$ cat config.mk
export PLATFORM = sky130hd
export DESIGN_NAME = c_decode_skid_flat
export DESIGN_NICKNAME = d
export VERILOG_FILES = /design/src/rtl/c_decode_skid_pkg.sv /design/src/rtl/c_decode_skid_if.sv /design/src/rtl/c_decode_skid_decode.sv /design/src/rtl/c_decode_skid.sv /design/src/flat_wrapper.sv
export SDC_FILE = /design/constraint.sdc
export NUM_CORES = 1
export LEC_CHECK = 0
export CAP_MARGIN = 40
export CORE_MARGIN = 2
export CORE_UTILIZATION = 51
export DETAILED_ROUTE_END_ITERATION = 6
export PLACE_DENSITY_LB_ADDON = 0.25
export RECOVER_POWER = 100
export SYNTH_ARGS = -nofsm -noshare
export SYNTH_HDL_FRONTEND = slang
export SYNTH_HIERARCHICAL = 1
export SYNTH_SLANG_ARGS = --single-unit
$ cat constraint.sdc
create_clock -name clk -period 1.85 [get_ports clk]
set_input_delay 0.37 -clock clk [delete_from_list [all_inputs] [get_ports clk]]
set_output_delay 0.37 -clock clk [all_outputs]
set_load 0.05 [all_outputs]
$ cat src/rtl/c_decode_skid_pkg.sv
// Shared helpers and state encoding for the c_decode_skid block.
package c_decode_skid_pkg;

  // Ceiling log2, minimum 1 bit; width of a binary index for 'value' ports.
  function automatic int clogb(input int value);
    int r;
    r = 1;
    while ((1 << r) < value) r++;
    return r;
  endfunction

  typedef enum logic [1:0] {
    ST_EMPTY = 2'd0,
    ST_ONE   = 2'd1,
    ST_FULL  = 2'd2
  } skid_state_t;

endpackage

$ cat src/rtl/c_decode_skid_if.sv
// Valid/ready bus carrying a binary port index in and a one-hot select out.
interface c_decode_skid_if import c_decode_skid_pkg::*; #(
  parameter int num_ports = 8
);
  localparam int width = clogb(num_ports);

  logic                   in_valid;
  logic                   in_ready;
  logic [width-1:0]       in_data;
  logic                   out_valid;
  logic                   out_ready;
  logic [0:num_ports-1]   out_data;
  logic                   out_invalid;
  logic                   error;

  modport master (
    output in_valid, in_data, out_ready,
    input  in_ready, out_valid, out_data, out_invalid, error
  );

  modport slave (
    input  in_valid, in_data, out_ready,
    output in_ready, out_valid, out_data, out_invalid, error
  );
endinterface

$ cat src/rtl/c_decode_skid_decode.sv
// Combinational binary-to-one-hot decoder, the inverse of c_encode with the same offset.
module c_decode import c_decode_skid_pkg::*; #(
  parameter int num_ports = 8,
  parameter int offset    = 0,
  localparam int width    = clogb(num_ports)
) (
  input  logic [width-1:0]     data_in,
  output logic [0:num_ports-1] data_out,
  output logic                 invalid
);

  logic [width:0] pos;

  always_comb begin
    data_out = '0;
    invalid  = 1'b0;
    // One extra bit keeps data_in + (num_ports - offset) from wrapping before the modulo.
    pos = (width+1)'(data_in) + (width+1)'(num_ports - offset);
    if (pos >= (width+1)'(num_ports)) pos = pos - (width+1)'(num_ports);
    if ((width+1)'(data_in) >= (width+1)'(num_ports)) begin
      invalid = 1'b1;
    end else begin
      for (int unsigned i = 0; i < num_ports; i++) begin
        if (pos == (width+1)'(i)) data_out[i] = 1'b1;
      end
    end
  end

endmodule

$ cat src/rtl/c_decode_skid.sv
// Registered one-hot port decoder behind a 2-entry skid buffer with sticky range error.
module c_decode_skid import c_decode_skid_pkg::*; #(
  parameter int num_ports = 8,
  parameter int offset    = 0
) (
  input logic            clk,
  input logic            reset,
  c_decode_skid_if.slave bus
);

  skid_state_t          state_q, state_d;
  logic [0:num_ports-1] dec_data, main_data, skid_data;
  logic                 dec_inv, main_inv, skid_inv;
  logic                 in_ready_q, error_q;
  logic                 main_valid, accept, drain;
  logic                 load_main_in, load_main_skid, load_skid;

  c_decode #(
    .num_ports (num_ports),
    .offset    (offset)
  ) u_decode (
    .data_in  (bus.in_data),
    .data_out (dec_data),
    .invalid  (dec_inv)
  );

  assign main_valid = (state_q != ST_EMPTY);
  assign accept     = bus.in_valid & in_ready_q;
  assign drain      = main_valid & bus.out_ready;

  always_comb begin
    state_d        = state_q;
    load_main_in   = 1'b0;
    load_main_skid = 1'b0;
    load_skid      = 1'b0;
    case (state_q)
      ST_EMPTY: begin
        if (accept) begin
          state_d      = ST_ONE;
          load_main_in = 1'b1;
        end
      end
      ST_ONE: begin
        if (accept && !drain) begin
          state_d   = ST_FULL;
          load_skid = 1'b1;
        end else if (accept && drain) begin
          load_main_in = 1'b1;
        end else if (drain) begin
          state_d = ST_EMPTY;
        end
      end
      ST_FULL: begin
        // in_ready is low here, so only a drain can occur.
        if (drain) begin
          state_d        = ST_ONE;
          load_main_skid = 1'b1;
        end
      end
      default: state_d = ST_EMPTY;
    endcase
  end

  always_ff @(posedge clk or posedge reset) begin
    if (reset) begin
      state_q    <= ST_EMPTY;
      in_ready_q <= 1'b1;
      error_q    <= 1'b0;
      main_data  <= '0;
      main_inv   <= 1'b0;
      skid_data  <= '0;
      skid_inv   <= 1'b0;
    end else begin
      state_q    <= state_d;
      in_ready_q <= (state_d != ST_FULL);
      if (accept && dec_inv) error_q <= 1'b1;
      if (load_main_in) begin
        main_data <= dec_data;
        main_inv  <= dec_inv;
      end else if (load_main_skid) begin
        main_data <= skid_data;
        main_inv  <= skid_inv;
      end
      if (load_skid) begin
        skid_data <= dec_data;
        skid_inv  <= dec_inv;
      end
    end
  end

  // Outputs are forced to zero when empty so no stale item is ever visible.
  assign bus.in_ready    = in_ready_q;
  assign bus.out_valid   = main_valid;
  assign bus.out_data    = main_valid ? main_data : '0;
  assign bus.out_invalid = main_valid & main_inv;
  assign bus.error       = error_q;

endmodule

$ cat src/flat_wrapper.sv
// flat-port wrapper written by rule: the top's interface ports become plain ports
module c_decode_skid_flat import c_decode_skid_pkg::*;
#(
  parameter int num_ports = 8,
  parameter int offset    = 0
)
  (clk, reset, bus_in_valid, bus_in_data, bus_out_ready, bus_in_ready, bus_out_valid, bus_out_data, bus_out_invalid, bus_error);
  c_decode_skid_if #(.num_ports(num_ports)) bus_i ();
  input logic clk;
  input logic reset;
  input wire logic [$bits(bus_i.in_valid)-1:0] bus_in_valid;
  input wire logic [$bits(bus_i.in_data)-1:0] bus_in_data;
  input wire logic [$bits(bus_i.out_ready)-1:0] bus_out_ready;
  output wire logic [$bits(bus_i.in_ready)-1:0] bus_in_ready;
  output wire logic [$bits(bus_i.out_valid)-1:0] bus_out_valid;
  output wire logic [$bits(bus_i.out_data)-1:0] bus_out_data;
  output wire logic [$bits(bus_i.out_invalid)-1:0] bus_out_invalid;
  output wire logic [$bits(bus_i.error)-1:0] bus_error;
  assign bus_i.in_valid = bus_in_valid;
  assign bus_i.in_data = bus_in_data;
  assign bus_i.out_ready = bus_out_ready;
  assign bus_in_ready = bus_i.in_ready;
  assign bus_out_valid = bus_i.out_valid;
  assign bus_out_data = bus_i.out_data;
  assign bus_out_invalid = bus_i.out_invalid;
  assign bus_error = bus_i.error;
  c_decode_skid #(.num_ports(num_ports), .offset(offset)) u_core (.clk(clk), .reset(reset), .bus(bus_i));
endmodule
==> Word-level counts from Yosys, hierarchy flattened <==
Cells that the tools add are included.
{ "totals": {"regBits": 20, "input_bits": 7, "output_inout_bits": 12, "word_cells": 56} }
{ "classes": {"n_addsub": 2, "bitwise_logic": 3, "n_reduce_logical": 7, "eq_ne": 10, "n_lt_le_gt_ge": 1, "mux": 28} }
{ "ops": {"columns": ["op", "count"], "rows": [
  ["$mux W8", 3],
  ["$mux W1", 17],
  ["$eq A4 B3 Y1 const B", 4],
  ["$mux W2", 5],
  ["$eq A4 B2 Y1 const B", 2],
  ["$pmux W2 S3", 1],
  ["$add A3 B4 Y4 const B", 1],
  ["$eq A4 B1 Y1 const B", 1],
  ["$ge A4 B4 Y1 const B", 1],
  ["$logic_not A4 Y1", 1],
  ["$mux W4", 1],
  ["$reduce_bool A2 Y1", 2],
  ["$sub A4 B4 Y4 const B", 1],
  ["$and A1 B1 Y1", 3],
  ["$eq A2 B1 Y1 const B", 1],
  ["$eq A2 B2 Y1 const B", 1],
  ["$logic_and A1 B1 Y1", 2],
  ["$logic_not A2 Y1", 1],
  ["$ne A2 B2 Y1 const B", 1],
  ["$pmux W1 S2", 1],
  ["$logic_not A1 Y1", 1]
]} }

==> Depth between registers and ports, before layout <==
Gate-level depths: netlist of run 1.
{ "logic_depth": {"depth_word": 7, "depth_mapped": 4} }

==> Modules after synthesis <==
Netlist of run 1, hierarchy kept.
{ "by_module_without_submodules": {"columns": ["mod", "seq_area_each_um2", "instances", "cells_each", "area_per_inst_um2"], "rows": [
  ["c_decode_skid", 551.8, 1, 80, 1042.2],
  ["c_decode", 0.0, 1, 10, 76.3]
]} }

==> Least setup slack after synthesis of run 1 <==
No wires, ideal clock.
{ "synth_path": {"path_kind": "register -> output", "from": "register u_core.state_q[1]", "to": "output bus_out_data[0]", "arrival_ns": 1.236, "n_path_buf": 0, "t_required_ns": 1.480, "stages_incl_launch_ff": 3, "setup_slack_ns": 0.244, "path_cell_list": "dfrtp_1 nor2_1 nor2b_1"} }
{ "synth_via": {"elab_chain_cells": 2} }
{ "synth_lines": {"columns": ["item", "line_no", "source"], "rows": [
  ["start: declaration", "c_decode_skid.sv:11", "skid_state_t state_q, state_d;"],
  ["start signal: assignment", "c_decode_skid.sv:74", "state_q <= state_d;"],
  ["$reduce_bool A2 Y1", "c_decode_skid.sv:27", "assign main_valid = (state_q != ST_EMPTY);"],
  ["$mux W8", "c_decode_skid.sv:94", "assign bus.out_data = main_valid ? main_data : '0;"],
  ["end: declaration", "flat_wrapper.sv:16", "output wire logic [$bits(bus_i.out_data)-1:0] bus_out_data;"]
]} }
No other way between the ends.

==> Worst setup path in the final report of run 1 <==
{ "layout_path": {"from": "register u_core.state_q[0]", "to": "output bus_out_data[3]"} }
The elaborated chain is that of the path after synthesis.

==> results.py, run 1 <==
metrics = {
    "status": {
        "outcome": "completed",
    },
    "sta": {
        "slew_headroom_pct": 22.02,
        "hold_slack_ns": 0.4795,
        "finalSetupViolations": 0,
        "fin_crit_sh_pct": 92.96,
        "fin_crit_ns": 1.720,
        "slew_violations": 0,
        "rsz0062_at_grt": "false",
        "skew_ns": 0.005630,
        "fmax_mhz": 581.5,
        "tightest_slew_ns": 1.170,
        "totalNegativeSetupSlack_ns": 0,
        "final-hold-violation-count": 0,
    },
    "layout": {
        "fin_util_pct": 65.22,
        "antenna_cells": 0,
        "drive_above_1_share_pct": 31.62,
        "nets": 125,
        "fillers": 164,
        "areaGrowthSynthToFinish_pct": 17.90,
    },
    "clock_network": {
        "cts_buffers": 3,
        "cts_max_level": 1,
        "cts.clk_slew.worst_paths_ns": 0.11,
        "cts_resized": 0,
        "clockBufferDepth": 2,
        "postCtsSetupBuffers": 0,
        "root_buffer": "clkbuf_4",
        "cts_tree": "built",
        "cts_hold_buffers": 0,
        "cts.sinks": 22,
        "worst_skew_pair.late_latency_ns": 0.29,
    },
    "global_routing": {
        "grt_pass1_wl_mm": 3.594,
        "grt_pass1_vias": 784,
        "antenna_found_initial": 0,
        "grt_usage_pct": 18.80,
        "overflow": 0,
        "grt_max_degree": 23,
    },
    "drt": {
        "wl_mm": 2.115,
        "ant_nets": 0,
        "via_per_inst": 5.431,
        "firstDrtPassIters": 4,
        "wl_met1_um": 935,
        "met3_length_um": 89,
        "top_layer": "met4",
        "route.detailed.drc": 0,
        "detail_route.wl_per_cell_um": 14.69,
        "vias": 782,
        "dr_wl_met2_mm": 1.071,
        "drtIter0Drc": 11,
    },
    "die": {
        "dieArea_um2": 2584,
        "ios": 19,
        "die_w_um": 50.83,
        "row_count": 16,
        "initial_core_util_pct": 55.32,
        "coreArea_um2": 2022,
        "dieHeight_um": 50.83,
    },
    "logic_synthesis": {
        "synth_area_um2": 1119,
        "ys_ff_latch": 22,
        "synthDistinctLibCells": 25,
        "synthTopCellsByArea": "dfrtp_1 (47%), mux2_2 (10%), o32a_1 (8.1%), nor2b_1 (6.2%), o21a_1 (6.0%)",
        "synthArstFlopShare_pct": 100.0,
        "syn_inst": 90,
        "synth_top_area_share_pct": 46.98,
        "syn_nets": 97,
        "yosys_warnings": 6,
        "synthMostInstantiatedCell": "dfrtp_1",
        "synth_edf_count": 0,
        "yosysTopAreaCell": "dfrtp_1",
        "synthTopCellsByCount": "dfrtp_1 (21), nor2b_1 (11), mux2_2 (10)",
        "ys.flop_type": "dfrtp_1",
        "ys_seq_area_share_pct": 49.33,
        "syn_area_per_cell_um2": 12.43,
    },
    "placed_design": {
        "port_buffers": 18,
        "dp_hpwl_mm": 1.532,
        "gp_congestion": 0.7405,
    },
    "worst_setup_path": {
        "worstPathRequired_ns": 1.48,
        "max_stage_delay_ns": 0.45,
        "cp-start-kind": "flop",
        "end_kind": "output pin",
        "worstSetupPathType": "reg -> out",
        "cp.arrival_ns": 1.35,
        "path_max_fanout": 7,
        "critPathSlowestCell": "dfrtp_1",
        "critical-path-top-delay-family": "flip-flops",
        "worstPathBufferInverterCount": 2,
        "path_common_cell": "buf_4",
        "crit_chain": "nor2_2 > buf_4 > nor2b_1 > buf_4",
    },
    "pwr": {
        "p_per_area_nw_per_um2": 1706,
        "ir_drop_v": 0.0009216,
        "p_leak_uw": 0.0005815,
    },
    "worst_hold_path": {
        "hp-class": "reg -> reg",
    },
    "run": {
        "maxCapViolations": 0,
    },
}
==> metal layers <==
metal	up-vias	track usage, %
li1	383	-
met1	380	22.97
met5	-	0
met3	2	3.801
met2	17	33.55
met4	0	5.405
==> worst paths after layout <==
| check | end | from | slack (ns) | cells past startpoint |
|---|---|---|---|---|
| max | bus_out_data[3] | u_core/state_q[0] | 0.13 | 4 |
| min | u_core/bus.error | u_core/bus.error | 0.48 | 1 |
| max reg2reg | u_core/skid_data[6] | u_core/bus.in_ready | 0.17 | 4 |
| min reg2reg | u_core/bus.error | u_core/bus.error | 0.48 | 1 |
| max in group asynchronous | u_core/skid_data[5] | reset | 0.28 | 3 |
| min in group asynchronous | u_core/main_data[7] | reset | 0.87 | 3 |
==> layout make-up <==
| class | instances | area [µm²] | share of cell area (%) |
|---|---|---|---|
| Timing Repair Buffer | 28 | 195.2 | 14.80 |
| Inverter | 4 | 15.01 | 1.139 |
| Clock buffer | 4 | 26.28 | 1.992 |
| Multi-Input combinational cell | 59 | 496.7 | 37.67 |
| Tap cell | 27 | 33.78 | 2.562 |
| Sequential cell | 22 | 551.8 | 41.84 |
==> registers in the layout, indices dropped and copies added (netlist names) <==
signal,flops
u_core/skid_inv,1
u_core/state_q,2
u_core/skid_data,8
u_core/main_data,8
u_core/main_inv,1
u_core/bus.in_ready,1
u_core/bus.error,1
==> cell usage in the layout, fill, tap and decap left out <==
cell type	count
nor2_1	1
dlygate4sd3_1	1
o211ai_1	1
nor2b_1	11
and3_2	1
clkbuf_4	3
inv_1	4
mux2i_1	1
dfstp_1	1
clkbuf_2	3
o32a_1	9
mux2_2	9
buf_4	13
and3b_2	3
clkbuf_1	7
clkdlybuf4s50_1	5
dfrtp_1	21
o21a_1	9
nand4bb_1	1
o211ai_2	1
mux2_1	1
nor3_1	1
nor3b_1	3
conb_1	1
nand3b_2	1
nand3b_1	1
nand2_1	1
nor2_2	1
a31o_2	1
or2_2	1
==> where the power goes <==
part | internal, µW | switching (µW) | total (µW) | leakage (µW)
Sequential | 680 | 116 | 795 | 0.000267
Combinational | 483 | 753 | 1240 | 0.000299
Clock | 83.7 | 135 | 219 | 0.0000150
==> logic make-up after synthesis <==
family,count (synthesis),synth area share (%)
simple gates,26,17.00
mux,11,10.96
other cells,1,0.3352
flops,22,49.33
buf+inv,9,4.921
compound gates,21,17.45
==> stage by stage <==
step                worst slack, ns  std cells  instance area, µm²  total power, µW
detailed placement          0.05495        140                1353             2125
floorplan                    0.2436         90                1119             1752
global placement            0.07346        140                1353             2079
global route               0.008387        144                1319             2391
finish                       0.1302        144                1319             2250
CTS                         0.01376        144                1379             2341
Power figures use the tool's default switching activity.
==> inputs of run 2 (changes only) <==
CORE_MARGIN = default   (was 2)
CTS_CLUSTER_DIAMETER = 150   (was default)
SETUP_SLACK_MARGIN = 0.5   (was default)
==> results.py, run 2 (synthesized netlist as in run 1, its figures left out) <==
metrics = {
    "status": {
        "outcome": "completed",
    },
    "global_routing": {
        "use_met2_pct": 37.50,
        "antenna_found_initial": 0,
        "grt_util_met1_pct": 30.60,
        "grt_max_degree": 23,
        "grt_pass1_wl_mm": 4.126,
        "grt_busiest_layer": "met2",
        "grt_pass1_vias": 891,
        "overflow": 0,
        "grt_usage_pct": 23.15,
        "use_met3_pct": 3.738,
    },
    "placed_design": {
        "dp_hpwl_mm": 1.484,
        "place_ws_ns": 0.03706,
        "place_area_um2": 1364,
        "gp_congestion": 0.7692,
        "port_buffers": 18,
    },
    "layout": {
        "largestRegisters": "u_core/main_data: 8 flops, u_core/skid_data: 8 flops, u_core/state_q: 2 flops",
        "drive_above_1_share_pct": 48.78,
        "antenna_cells": 0,
        "nets": 131,
        "final_cell_mix": "dfrtp_1 (19), buf_6 (9), clkbuf_2 (9), o32a_1 (9), o21a_1 (9)",
        "areaGrowthSynthToFinish_pct": 34.34,
        "final_area_um2": 1503,
        "final_common_cell": "dfrtp_1",
        "fin_util_pct": 75.06,
    },
    "worst_setup_path": {
        "path_max_fanout": 10,
        "worstPathRequired_ns": 2.06,
        "cp-start-kind": "flop",
        "end_kind": "flop",
        "worstSetupPathType": "reg -> reg",
        "cp.arrival_ns": 1.90,
    },
    "pwr": {
        "ir_drop_v": 0.001133,
        "total_power_uw": 2600,
        "p_leak_uw": 0.0006872,
        "p_per_area_nw_per_um2": 1730,
    },
    "die": {
        "ios": 19,
        "initial_core_util_pct": 55.88,
        "dieHeight_um": 48.83,
        "die_w_um": 48.83,
        "coreArea_um2": 2002,
        "row_count": 16,
        "dieArea_um2": 2384,
    },
    "clock_network": {
        "cts.sinks": 22,
        "worst_skew_pair.late_latency_ns": 0.30,
        "root_buffer": "clkbuf_4",
        "clockBufferDepth": 2,
        "cts.clk_slew.worst_paths_ns": 0.12,
        "cts_buffers": 3,
        "cts_hold_buffers": 0,
        "cts_tree": "built",
        "cts_max_level": 1,
    },
    "drt": {
        "firstDrtPassIters": 4,
        "route.detailed.drc": 0,
        "drtIter0Drc": 8,
        "vias": 823,
        "via_per_inst": 5.487,
        "ant_nets": 0,
        "detail_route.wl_per_cell_um": 15.41,
        "wl_mm": 2.312,
    },
    "sta": {
        "final-hold-violation-count": 0,
        "fin_crit_sh_pct": 91.38,
        "rsz0062_at_grt": "true",
        "tightest_slew_ns": 0.5915,
        "fin_crit_ns": 1.691,
        "fin_ws_ns": 0.1595,
        "fmax_mhz": 591.5,
        "slew_violations": 0,
        "slew_headroom_pct": 60.73,
        "finalSetupViolations": 0,
        "totalNegativeSetupSlack_ns": 0,
        "skew_ns": 0.004449,
    },
    "worst_hold_path": {
        "hp-class": "reg -> reg",
    },
    "run": {
        "maxCapViolations": 0,
    },
}
run 2: worst paths after layout:
kind / from / to / slack, ns / cells after the start
setup / recovery: u_core/state_q[1] / u_core/main_data[3] / 0.16 / 5
hold / removal: u_core/bus.error / u_core/bus.error / 0.49 / 1
setup reg to reg: u_core/state_q[1] / u_core/main_data[3] / 0.16 / 5
hold reg to reg: u_core/bus.error / u_core/bus.error / 0.49 / 1
max in group asynchronous: reset / u_core/bus.in_ready / 1.05 / 3
min in group asynchronous: reset / u_core/state_q[0] / 0.52 / 3
run 2: metal layers:
metal,part of all wire [%],up-vias
li1,-,395
met1,47,413
met2,50,13
met3,2.6,2
met4,0.61,0
met5,0,-
run 2: area by class of cell:
type	instances	area (µm²)
multi-input combinational	59	569.3
sequential	22	558.0
fill	151	499.2
timing repair buffer	34	290.3
clock buffer	4	36.28
tap	27	33.78
inverter	4	15.01
run 2: report_power, final:
part | leakage (µW) | switching (µW) | total, µW | internal [µW]
clock | 0.0000210 | 145 | 265 | 120
combinational | 0.000400 | 858 | 1540 | 680
sequential | 0.000266 | 110 | 798 | 688
total | 0.000687 | 1110 | 2600 | 1490
run 2: repair_timing:
action,CTS,global route
cloned,2,0
setup endpoints to repair,31,31
pin swaps,2,0
gates resized for setup,32,9
buffers inserted,7,0
run 2: critical path: stages, from the launching register on:
cell	delay (ns)
dfrtp_2	0.44
buf_4	0.16
nand3b_1	0.24
clkbuf_2	0.27
o32a_1	0.38
o21a_1	0.11
run 2: per-stage QoR:
stage               std cells  hold WS (ns)
floorplan                  90        0.3585
global placement          137        0.4540
detailed placement        137        0.4700
CTS                       150        0.3904
global route              150        0.5188
finish                    150        0.4941
==> inputs of run 3 (changes only) <==
CORE_UTILIZATION = 55   (was 51)
clock period = 2.1 ns   (was 1.85 ns; I/O delays follow)
==> results.py, run 3 (synthesized netlist as in run 1, its figures left out) <==
metrics = {
    "status": {
        "outcome": "completed",
    },
    "sta": {
        "finalSetupViolations": 0,
        "final-hold-violation-count": 0,
        "fin_crit_sh_pct": 87.34,
        "fin_ws_ns": 0.2659,
        "slew_headroom_pct": 22.85,
        "fin_crit_ns": 1.834,
        "totalNegativeSetupSlack_ns": 0,
        "tightest_slew_ns": 1.157,
        "rsz0062_at_grt": "true",
        "skew_ns": 0.001702,
        "fmax_mhz": 545.2,
        "slew_violations": 0,
    },
    "worst_setup_path": {
        "crit_chain": "nor2_1 > buf_6 > nor2b_2 > clkbuf_2",
        "reg2reg_from": "u_core/state_q[1]",
        "max_stage_delay_ns": 0.42,
        "cp.arrival_ns": 1.41,
        "cp-start-kind": "flop",
        "worstPathRequired_ns": 1.68,
        "worstPathBufferInverterCount": 2,
        "critical-path-top-delay-family": "flip-flops",
        "end_kind": "output pin",
        "critPathSlowestCell": "dfrtp_1",
        "worstSetupPathType": "reg -> out",
        "path_max_fanout": 5,
        "setup.worst_path.start": "u_core/state_q[1]",
    },
    "global_routing": {
        "grt_pass1_wl_mm": 3.194,
        "overflow": 0,
        "grt_usage_pct": 21.48,
        "grt_pass1_vias": 692,
        "grt_max_degree": 23,
        "antenna_found_initial": 0,
    },
    "pwr": {
        "total_power_uw": 2125,
        "p_leak_uw": 0.0006090,
        "ir_drop_v": 0.0008251,
        "p_per_area_nw_per_um2": 1547,
    },
    "die": {
        "coreArea_um2": 1821,
        "ios": 19,
        "initial_core_util_pct": 61.44,
        "row_count": 15,
        "die_w_um": 47.10,
        "dieArea_um2": 2218,
        "dieHeight_um": 47.10,
    },
    "drt": {
        "via_per_inst": 5.573,
        "detail_route.wl_per_cell_um": 15.90,
        "route.detailed.drc": 0,
        "ant_nets": 0,
        "drtIter0Drc": 16,
        "firstDrtPassIters": 5,
        "vias": 797,
        "wl_mm": 2.273,
    },
    "clock_network": {
        "root_buffer": "clkbuf_4",
        "cts_buffers": 3,
        "worst_skew_pair.late_latency_ns": 0.29,
        "cts_max_level": 1,
        "cts.clk_slew.worst_paths_ns": 0.11,
        "cts_tree": "built",
        "clockBufferDepth": 2,
        "cts.sinks": 22,
    },
    "placed_design": {
        "place_ws_ns": 0.1876,
        "dp_hpwl_mm": 1.433,
        "place_area_um2": 1300,
        "gp_congestion": 0.7623,
        "port_buffers": 18,
    },
    "layout": {
        "multi_input_area_um2": 526.8,
        "final_common_cell": "dfrtp_1",
        "nets": 126,
        "fillers": 130,
        "drive_above_1_share_pct": 41.53,
        "final_area_um2": 1374,
        "largestRegisters": "u_core/main_data: 8 flops, u_core/skid_data: 8 flops, u_core/state_q: 2 flops",
        "ff_latch_area_um2": 551.8,
        "antenna_cells": 0,
        "final_cell_mix": "dfrtp_1 (21), mux2_2 (9), o32a_1 (9), o21a_1 (9), nor2b_2 (8)",
        "areaGrowthSynthToFinish_pct": 22.82,
    },
    "run": {
        "maxCapViolations": 0,
    },
    "worst_hold_path": {
        "hp-start": "u_core/main_data[1]",
        "hp-class": "reg -> reg",
    },
}
## run 3: area by class of cell
class	instances	area share (%)
Clock buffer	4	1.913
Inverter	4	1.093
Multi-Input combinational cell	59	38.34
Sequential cell	22	40.16
Tap cell	25	2.277
Timing Repair Buffer	29	16.21
## run 3: what timing repair did
action | in CTS | in global routing
pin swaps | 0 | 2
setup buffers | 2 | 3
cloned | 0 | 1
hold buffers | 0 | 0
setup endpoints to repair | 11 | 30
gates resized for setup | 3 | 28
## run 3: worst paths after layout
kind	end	slack, ns	cells after the start
min in group asynchronous	u_core/bus.error	0.79	3
worst min register to register	u_core/main_data[1]	0.50	1
worst min-delay path	u_core/main_data[1]	0.50	1
worst max register to register	u_core/bus.in_ready	0.33	6
worst max-delay path	bus_out_data[0]	0.27	4
max in group asynchronous	u_core/main_data[4]	0.63	3
## run 3: metrics by stage
stage	utilization (%)	std cells	hold WS [ns]
6_report	75.46	143	0.4993
5_1_grt	75.46	143	0.5209
4_1_cts	73.95	139	0.4540
3_5_place_dp	71.41	133	0.4649
3_3_place_gp	71.41	133	0.4532
2_1_floorplan	-	90	0.4085
## run 3: layer usage
| layer | vias up | track usage [%] | share of wire [%] |
|---|---|---|---|
| li1 | 386 | - | - |
| met1 | 373 | 32.35 | 47 |
| met2 | 31 | 30.83 | 47 |
| met3 | 7 | 3.462 | 4.5 |
| met4 | 0 | 8.571 | 1.7 |
| met5 | - | 0 | 0 |
## run 3: power breakdown
part / leakage (µW) / internal, µW / switching [µW]
clock network: 0.0000150 / 73.8 / 117
logic: 0.000326 / 500 / 735
registers: 0.000269 / 601 / 98.3
total: 0.000609 / 1170 / 950
## run 3: worst register-to-register path, cell delays in order (launching register included)
cell      delay (ns)
dfrtp_1         0.42
clkbuf_4        0.14
clkbuf_1        0.14
nand3b_1        0.23
buf_6           0.18
mux2_1          0.31
or2_2           0.28
